### src/rtl/xor_unit_arbiter.sv
// Round-robin arbiter in front of one shared, registered XOR unit: grant, execute
// for LATENCY cycles, then hold the result until consumed. Define XOR_ARB_PARITY_EN for rsp_parity.
module xor_unit_arbiter #(
  parameter int WIDTH   = 8,
  parameter int N_REQ   = 4,
  parameter int LATENCY = 2,
  localparam int ID_W   = $clog2(N_REQ)
) (
  input  logic                   clk,
  input  logic                   rst_n,
  input  logic [N_REQ-1:0]       req_valid,
  input  logic [N_REQ*WIDTH-1:0] req_a,
  input  logic [N_REQ*WIDTH-1:0] req_b,
  output logic [N_REQ-1:0]       req_ready,
  output logic                   rsp_valid,
  input  logic                   rsp_ready,
  output logic [WIDTH-1:0]       rsp_data,
  output logic [ID_W-1:0]        rsp_id,
`ifdef XOR_ARB_PARITY_EN
  output logic                   rsp_parity,
`endif
  output logic                   busy
);

  localparam int CNT_W = 4;

  typedef enum logic [1:0] {IDLE, EXEC, RESP} state_t;

  state_t                       state, state_n;
  logic [N_REQ-1:0][WIDTH-1:0]  a_v, b_v;
  logic [WIDTH-1:0]             a_q, b_q;
  logic [ID_W-1:0]              id_q, last;
  logic [CNT_W-1:0]             cnt;
  logic [N_REQ-1:0]             gnt;
  logic [ID_W-1:0]              gnt_id;

  assign a_v = req_a;
  assign b_v = req_b;

  // Scan from last+1 upward with wrap; first valid requester wins.
  always_comb begin
    logic [ID_W:0]   s;
    logic [ID_W-1:0] idx;
    logic            found;
    gnt    = '0;
    gnt_id = '0;
    found  = 1'b0;
    s      = '0;
    idx    = '0;
    for (int k = 1; k <= N_REQ; k++) begin
      s = (ID_W+1)'(last) + (ID_W+1)'(k);
      if (s >= (ID_W+1)'(N_REQ)) s = s - (ID_W+1)'(N_REQ);
      idx = s[ID_W-1:0];
      if (!found && req_valid[idx]) begin
        found       = 1'b1;
        gnt[idx]    = 1'b1;
        gnt_id      = idx;
      end
    end
  end

  // Gated by rst_n so every output reads 0 the moment reset is asserted.
  assign req_ready = (state == IDLE && rst_n) ? gnt : '0;
  assign busy      = (state != IDLE);

  always_ff @(posedge clk or negedge rst_n) begin
    if (!rst_n) state <= IDLE;
    else        state <= state_n;
  end

  always_comb begin
    state_n = state;
    case (state)
      IDLE:    if (|gnt)          state_n = EXEC;
      EXEC:    if (cnt == '0)     state_n = RESP;
      RESP:    if (rsp_ready)     state_n = IDLE;
      default:                    state_n = IDLE;
    endcase
  end

  always_ff @(posedge clk or negedge rst_n) begin
    if (!rst_n) begin
      a_q        <= '0;
      b_q        <= '0;
      id_q       <= '0;
      cnt        <= '0;
      last       <= ID_W'(N_REQ-1);
      rsp_valid  <= 1'b0;
      rsp_data   <= '0;
      rsp_id     <= '0;
`ifdef XOR_ARB_PARITY_EN
      rsp_parity <= 1'b0;
`endif
    end else begin
      case (state)
        IDLE: if (|gnt) begin
          a_q  <= a_v[gnt_id];
          b_q  <= b_v[gnt_id];
          id_q <= gnt_id;
          cnt  <= CNT_W'(LATENCY-1);
        end
        EXEC: if (cnt == '0) begin
          rsp_data   <= a_q ^ b_q;
          rsp_id     <= id_q;
          rsp_valid  <= 1'b1;
`ifdef XOR_ARB_PARITY_EN
          rsp_parity <= ^(a_q ^ b_q);
`endif
        end else begin
          cnt <= cnt - 1'b1;
        end
        RESP: if (rsp_ready) begin
          // rsp_data/rsp_id keep the last result; only valid drops.
          rsp_valid <= 1'b0;
          last      <= id_q;
        end
        default: ;
      endcase
    end
  end

endmodule
### config.mk
export PLATFORM = sky130hd
export DESIGN_NAME = xor_unit_arbiter
export DESIGN_NICKNAME = d
export VERILOG_FILES = /design/src/rtl/xor_unit_arbiter.sv
export SDC_FILE = /design/constraint.sdc
export NUM_CORES = 1
export LEC_CHECK = 0
export BUFFER_PORTS_ARGS = -buffer_cell sky130_fd_sc_hd__clkbuf_2
export CAP_MARGIN = 20
export CORE_MARGIN = 2
export CORE_UTILIZATION = 50
export DETAILED_ROUTE_END_ITERATION = 16
export PLACE_DENSITY_LB_ADDON = 0.25
export SLEW_MARGIN = 20
export SYNTH_ARGS = -nofsm -noshare
export SYNTH_HDL_FRONTEND = slang
export SYNTH_SLANG_ARGS = --single-unit
### constraint.sdc
create_clock -name clk -period 6.95 [get_ports clk]
set_input_delay 1.39 -clock clk [delete_from_list [all_inputs] [get_ports clk]]
set_output_delay 1.39 -clock clk [all_outputs]
set_load 0.005 [all_outputs]
======== Word-level counts from Yosys, hierarchy flattened ========
Cells that the tools add are included.
operators by class
  $add $sub $neg .......................... 9
  multiplexer cells ....................... 46
  bitwise logic cells ..................... 4
  equal/unequal tests ..................... 6
  magnitude comparators ................... 13
  reductions and logical operators ........ 23
operator list
  kind                   number
  $bmux W8 S2            2
  $mux W4                7
  $mux W2                11
  $mux W8                2
  $lt A2 B3 Y1 const B   5
  $mux W1                13
  $ge A3 B3 Y1 const B   4
  $or A4 B4 Y4           3
  $reduce_and A3 Y1      3
  $bmux W1 S2            4
  $demux W1 S2           4
  $ge A2 B1 Y1 const B   4
  $logic_and A1 B1 Y1    8
  $pmux W4 S2            1
  $sub A2 B1 Y2 const B  4
  $xor A8 B8 Y8          1
  $add A2 B2 Y3 const B  2
  $ne A2 B2 Y1 const B   3
  $pmux W2 S3            1
  $reduce_and A2 Y1      3
  $reduce_bool A2 Y1     3
  $logic_not A4 Y1       1
  $reduce_or A4 Y1       1
  $sub A4 B1 Y4 const B  1
  other kinds (8)        10
word-level totals
  input bits .............................. 71
  register bits ........................... 37
  word-level logic and storage cells ...... 110

======== Logic depth before layout (Yosys ltp) ========
  depth after elaboration ................. 18
  mapped depth ............................ 12
  depth with buffers taken out ............ 8

======== Least setup slack after synthesis ========
OpenSTA, ideal clock, no wires.
  path type ............................... input -> output
  start point ............................. input req_valid[0]
  end point ............................... output req_ready[0]
  data required time ...................... 5.560 ns
  slack ................................... 3.100 ns
  cell stages on the path ................. 4
  arrival time ............................ 2.460 ns
  cells stage by stage .................... mux4_2 > buf_6 > o21a_1 > a211oi_1
between the ends
  word-level cells in the longest chain between the ends .. 13
RTL lines
  element                        line  RTL
  start, declared                11    input logic [N_REQ-1:0] req_valid,
  $bmux W1 S2                    54    if (!found && req_valid[idx]) begin
  $mux W1 (not written as such)  54
  $mux W1                        54
  $logic_not A1 Y1               54
  $logic_and A1 B1 Y1            54
  $mux W1                        54
  $logic_not A1 Y1               54
  $logic_and A1 B1 Y1            54
  $mux W1                        54
  $logic_not A1 Y1               54
  $logic_and A1 B1 Y1            54
  $mux W4 (*)                    54
  $mux W4 (*)                    63    assign req_ready = (state == IDLE && rst_n) ? gnt : '0;
  end, declared                  14    output logic [N_REQ-1:0] req_ready,
Mark *: on every way between the ends. The rest lies on a longest branch, timed or not. The select of a mux whose other input is x is not followed.

======== Worst setup path after layout ========
  start point ............................. register last[0]
  end point ............................... output req_ready[0]
between the ends
  word-level cells in the longest chain between the ends .. 16
RTL lines
  element                                                                 line  RTL
  start, declared                                                         32    logic [ID_W-1:0] id_q, last;
  start signal, assigned                                                  87    last <= ID_W'(N_REQ-1);
  start signal, assigned                                                  115   last <= id_q;
  parallel branches: the longest is 14 deep, another holds $add A2 B1 Y3  --
  $mux W4 (*)                                                             54
  $mux W4 (*)                                                             63
Mark *: on every way between the ends. The select of a mux whose other input is x is not followed.

==> qor.yml <==
outcome:
  outcome: "finished clean"
layout:
  post-route-cell-area_sq_mm: 0.00324
  drive_gt1_frac: 0.404
  syn2layout_area_growth_pct: 22.4
  fillerInstances: 418
  final_nets: 399
  n_antenna_cell: 0
floorplanning:
  die_h_um: 76.7
  die_w_um: 76.7
  num_io_pins: 87
  dieArea_sq_mm: 0.00589
  rows: 26
  core_sq_mm: 0.00511
  start_util: 0.518
yosys:
  synth_compound_area_frac: 0.0828
  synth.net_count: 315
  ys.flop_type: "dfrtp_1"
  ys_types: 39
  synth_area_leaders: "dfrtp_1 33%, mux2i_1 21%, mux2_4 8.5%"
  synth_area_leader_cell: "dfrtp_1"
  synth-async-reset-ratio: 1.00
  synth-seq-area-share: 0.351
  synth_xor_area_frac: 0.0331
  netlist_instances: 234
  synth_top_area_frac: 0.331
  yosys_warnings: 0
  yosys_register_bits: 37
  synthMuxAreaShare: 0.355
  syn_avg_cell_area_sq_um: 11.3
  synthSimpleGateAreaFrac: 0.0885
  synth_edf_count: 0
  synth_top_family_by_area: "multiplexers"
  syn_area_sq_mm: 0.00264
  synth_adder_area_share: 0.0473
routing:
  drt-wirelength-per-cell_um: 12.6
  drc: 0
  vias: 1997
  drt-initial-drc-count: 56
  dr.pass1.iters: 4
  wirelength_um: 4910
  ant_nets: 0
  vias_per_cell: 5.13
sta:
  slew_headroom: 0.396
  period_needed_ps: 4300
  rsz0062_at_grt: "no"
  worstMarginPinSlew_ps: 906
  setup_viol: 0
  fin_worst_skew_ps: 7.09
  finalWorstSetupSlack_ps: 2650
  hold_violations: 0
  setup-tns-final_ps: 0
  finalCritPeriodShare: 0.619
  fmax_mhz: 232
  drv_slew: 0
power:
  pwr-share-comb: 0.623
  vdd_drop_max_uv: 237
  p_sw_mw: 0.648
  powerDensity_mw_per_mm2: 526
  p_clk_frac: 0.128
  seqPwrFrac: 0.249
  totalPowerFinal_mw: 1.70
  power_leakage_nw: 1.64
  netSwitchingFraction: 0.381
  intPower_mw: 1.05
clock_tree:
  cts_resized: 0
  clk_pin_slew_ps: 70
  htree_num_levels: 2
  cts_tree: "built"
  cts_setup_buffers: 0
  clock-sinks: 37
  clockBufferDepth: 2
  numCtsBuffers: 5
  cts_root_buf: "clkbuf_8"
  cts_hold_buf: 0
  worst_skew_pair.late_latency_ps: 290
critical_path:
  cp-start-kind: "register"
  worst_ep_arrival_time_ps: 2910
  path_class: "reg2out"
  crit_path_end_kind: "primary output"
  cp_cell_sequence: "inv_1 -> ha_1 -> mux4_2 -> o21a_1 -> a211oi_1 -> clkbuf_2"
  critical-path-slowest-cell: "dfstp_2"
  crit_fanout: 16
  slowest_delay_ps: 730
  worstPathRequired_ps: 5560
place:
  dpl_cell_area_sq_mm: 0.00310
  numPortBuffers: 86
  place_hpwl_um: 3760
  post-place-ws_ps: 2790
  gp_congestion: 0.830
grt:
  overflow: 0
  grtUsageMet1: 0.222
  busiest_layer: "met2"
  grt_max_degree: 39
  globalRouteMet3Util: 0.0388
  grt_util_all_layers: 0.178
  grt_pass1_vias: 1943
  antenna_found_initial: 0
  grt_pass1_wl_um: 8540
  grtUsageMet2: 0.309
run:
  drv_cap: 0
min_path:
  hp-class: "reg2reg"
==> synth_stat cells (3+ instances only) <==
cell	n
nor2_1	8
mux2_2	7
xnor2_1	9
nand2_1	24
buf_6	3
a211oi_1	4
o21a_1	6
mux2i_1	55
o21ai_0	9
inv_1	5
ha_1	10
mux2_4	15
nand2b_1	9
buf_2	3
dfrtp_1	35
==> final timing paths <==
kind	start	cells after the start	end	slack, ps
hold / removal	rsp_data[5]$_DFFE_PN0P_	2	rsp_data[5]$_DFFE_PN0P_	480
setup / recovery	last[0]$_DFFE_PN1P_	6	req_ready[0]	2650
max in group asynchronous	rst_n	1	a_q[3]$_DFFE_PN0P_	5160
setup reg to reg	last[0]$_DFFE_PN1P_	7	id_q[1]$_DFFE_PN0P_	3370
hold reg to reg	rsp_data[5]$_DFFE_PN0P_	2	rsp_data[5]$_DFFE_PN0P_	480
min in group asynchronous	rst_n	1	rsp_id[1]$_DFFE_PN0P_	1220
==> worst max-delay path: cells and delay by family, from the launching register on <==
| kind | cells | cell delay (ps) |
|---|---|---|
| AO/OA/AOI/OAI | 2 | 480 |
| flip-flops | 1 | 730 |
| buffers and inverters | 2 | 310 |
| adder cells (fa/ha/maj) | 1 | 450 |
| multiplexers | 1 | 660 |
==> cell usage in the layout, fill, tap and decap left out, types with 2 or more instances in the layout <==
master and n:
ha_1 10, nand2b_1 9, mux2_4 15, dfstp_2 2
xnor2_1 9, nand3b_1 2, clkbuf_8 5, mux2i_1 55
mux4_2 2, nand2_1 24, mux2_2 7, o21ai_0 9
o21a_1 6, o22ai_1 2, a21oi_1 2, clkbuf_2 86
bufinv_16 2, inv_1 5, or2_2 2, buf_4 2
nor2_1 8, a211oi_1 4, dfrtp_1 35
==> flip-flops by register name (all words and copies together) (netlist names) <==
signal / count
id_q: 2
state: 2
cnt: 4
a_q: 8
rsp_id: 2
rsp_data: 8
last: 2
b_q: 8
rsp_valid: 1
==> through the flow <==
step,hold WS (ps),util,instances
finish,484,0.634,389
global route,507,0.634,389
CTS,488,0.634,389
detailed placement,470,0.607,381
global placement,462,0.607,381
floorplan,471,-,234
==> cell type report <==
cell class / instances / area (sq um) / area share
Tap cell: 70 / 87.6 / 0.0271
Timing Repair Buffer: 88 / 445 / 0.138
Clock inverter: 3 / 65.1 / 0.0201
Multi-Input combinational cell: 181 / 1620 / 0.501
Sequential cell: 37 / 928 / 0.287
Inverter: 5 / 18.8 / 0.00580
Clock buffer: 5 / 68.8 / 0.0213
==> kinds of logic after synthesis <==
logic type,count (synthesis)
AO/OA/AOI/OAI,31
XOR/XNOR,10
adder cells (fa/ha/maj),10
buffers and inverters,16
flip-flops,37
multiplexers,81
AND/OR/NAND/NOR,49
==> layer usage <==
metal,up-vias,part of all wire
met4,0,0.0094
met2,55,0.50
li1,1000,-
met1,937,0.44
met3,5,0.050
met5,-,0
==> power groups by stage <==
stage	logic, mW	registers (mW)	clock network (mW)
final	1.06	0.425	0.217
after global routing	1.17	0.443	0.231
after CTS	1.08	0.427	0.223
after detailed placement	1.08	0.430	0
after global placement	1.05	0.426	0
after floorplan	0.932	0.405	0
Power figures use the tool's default switching activity.
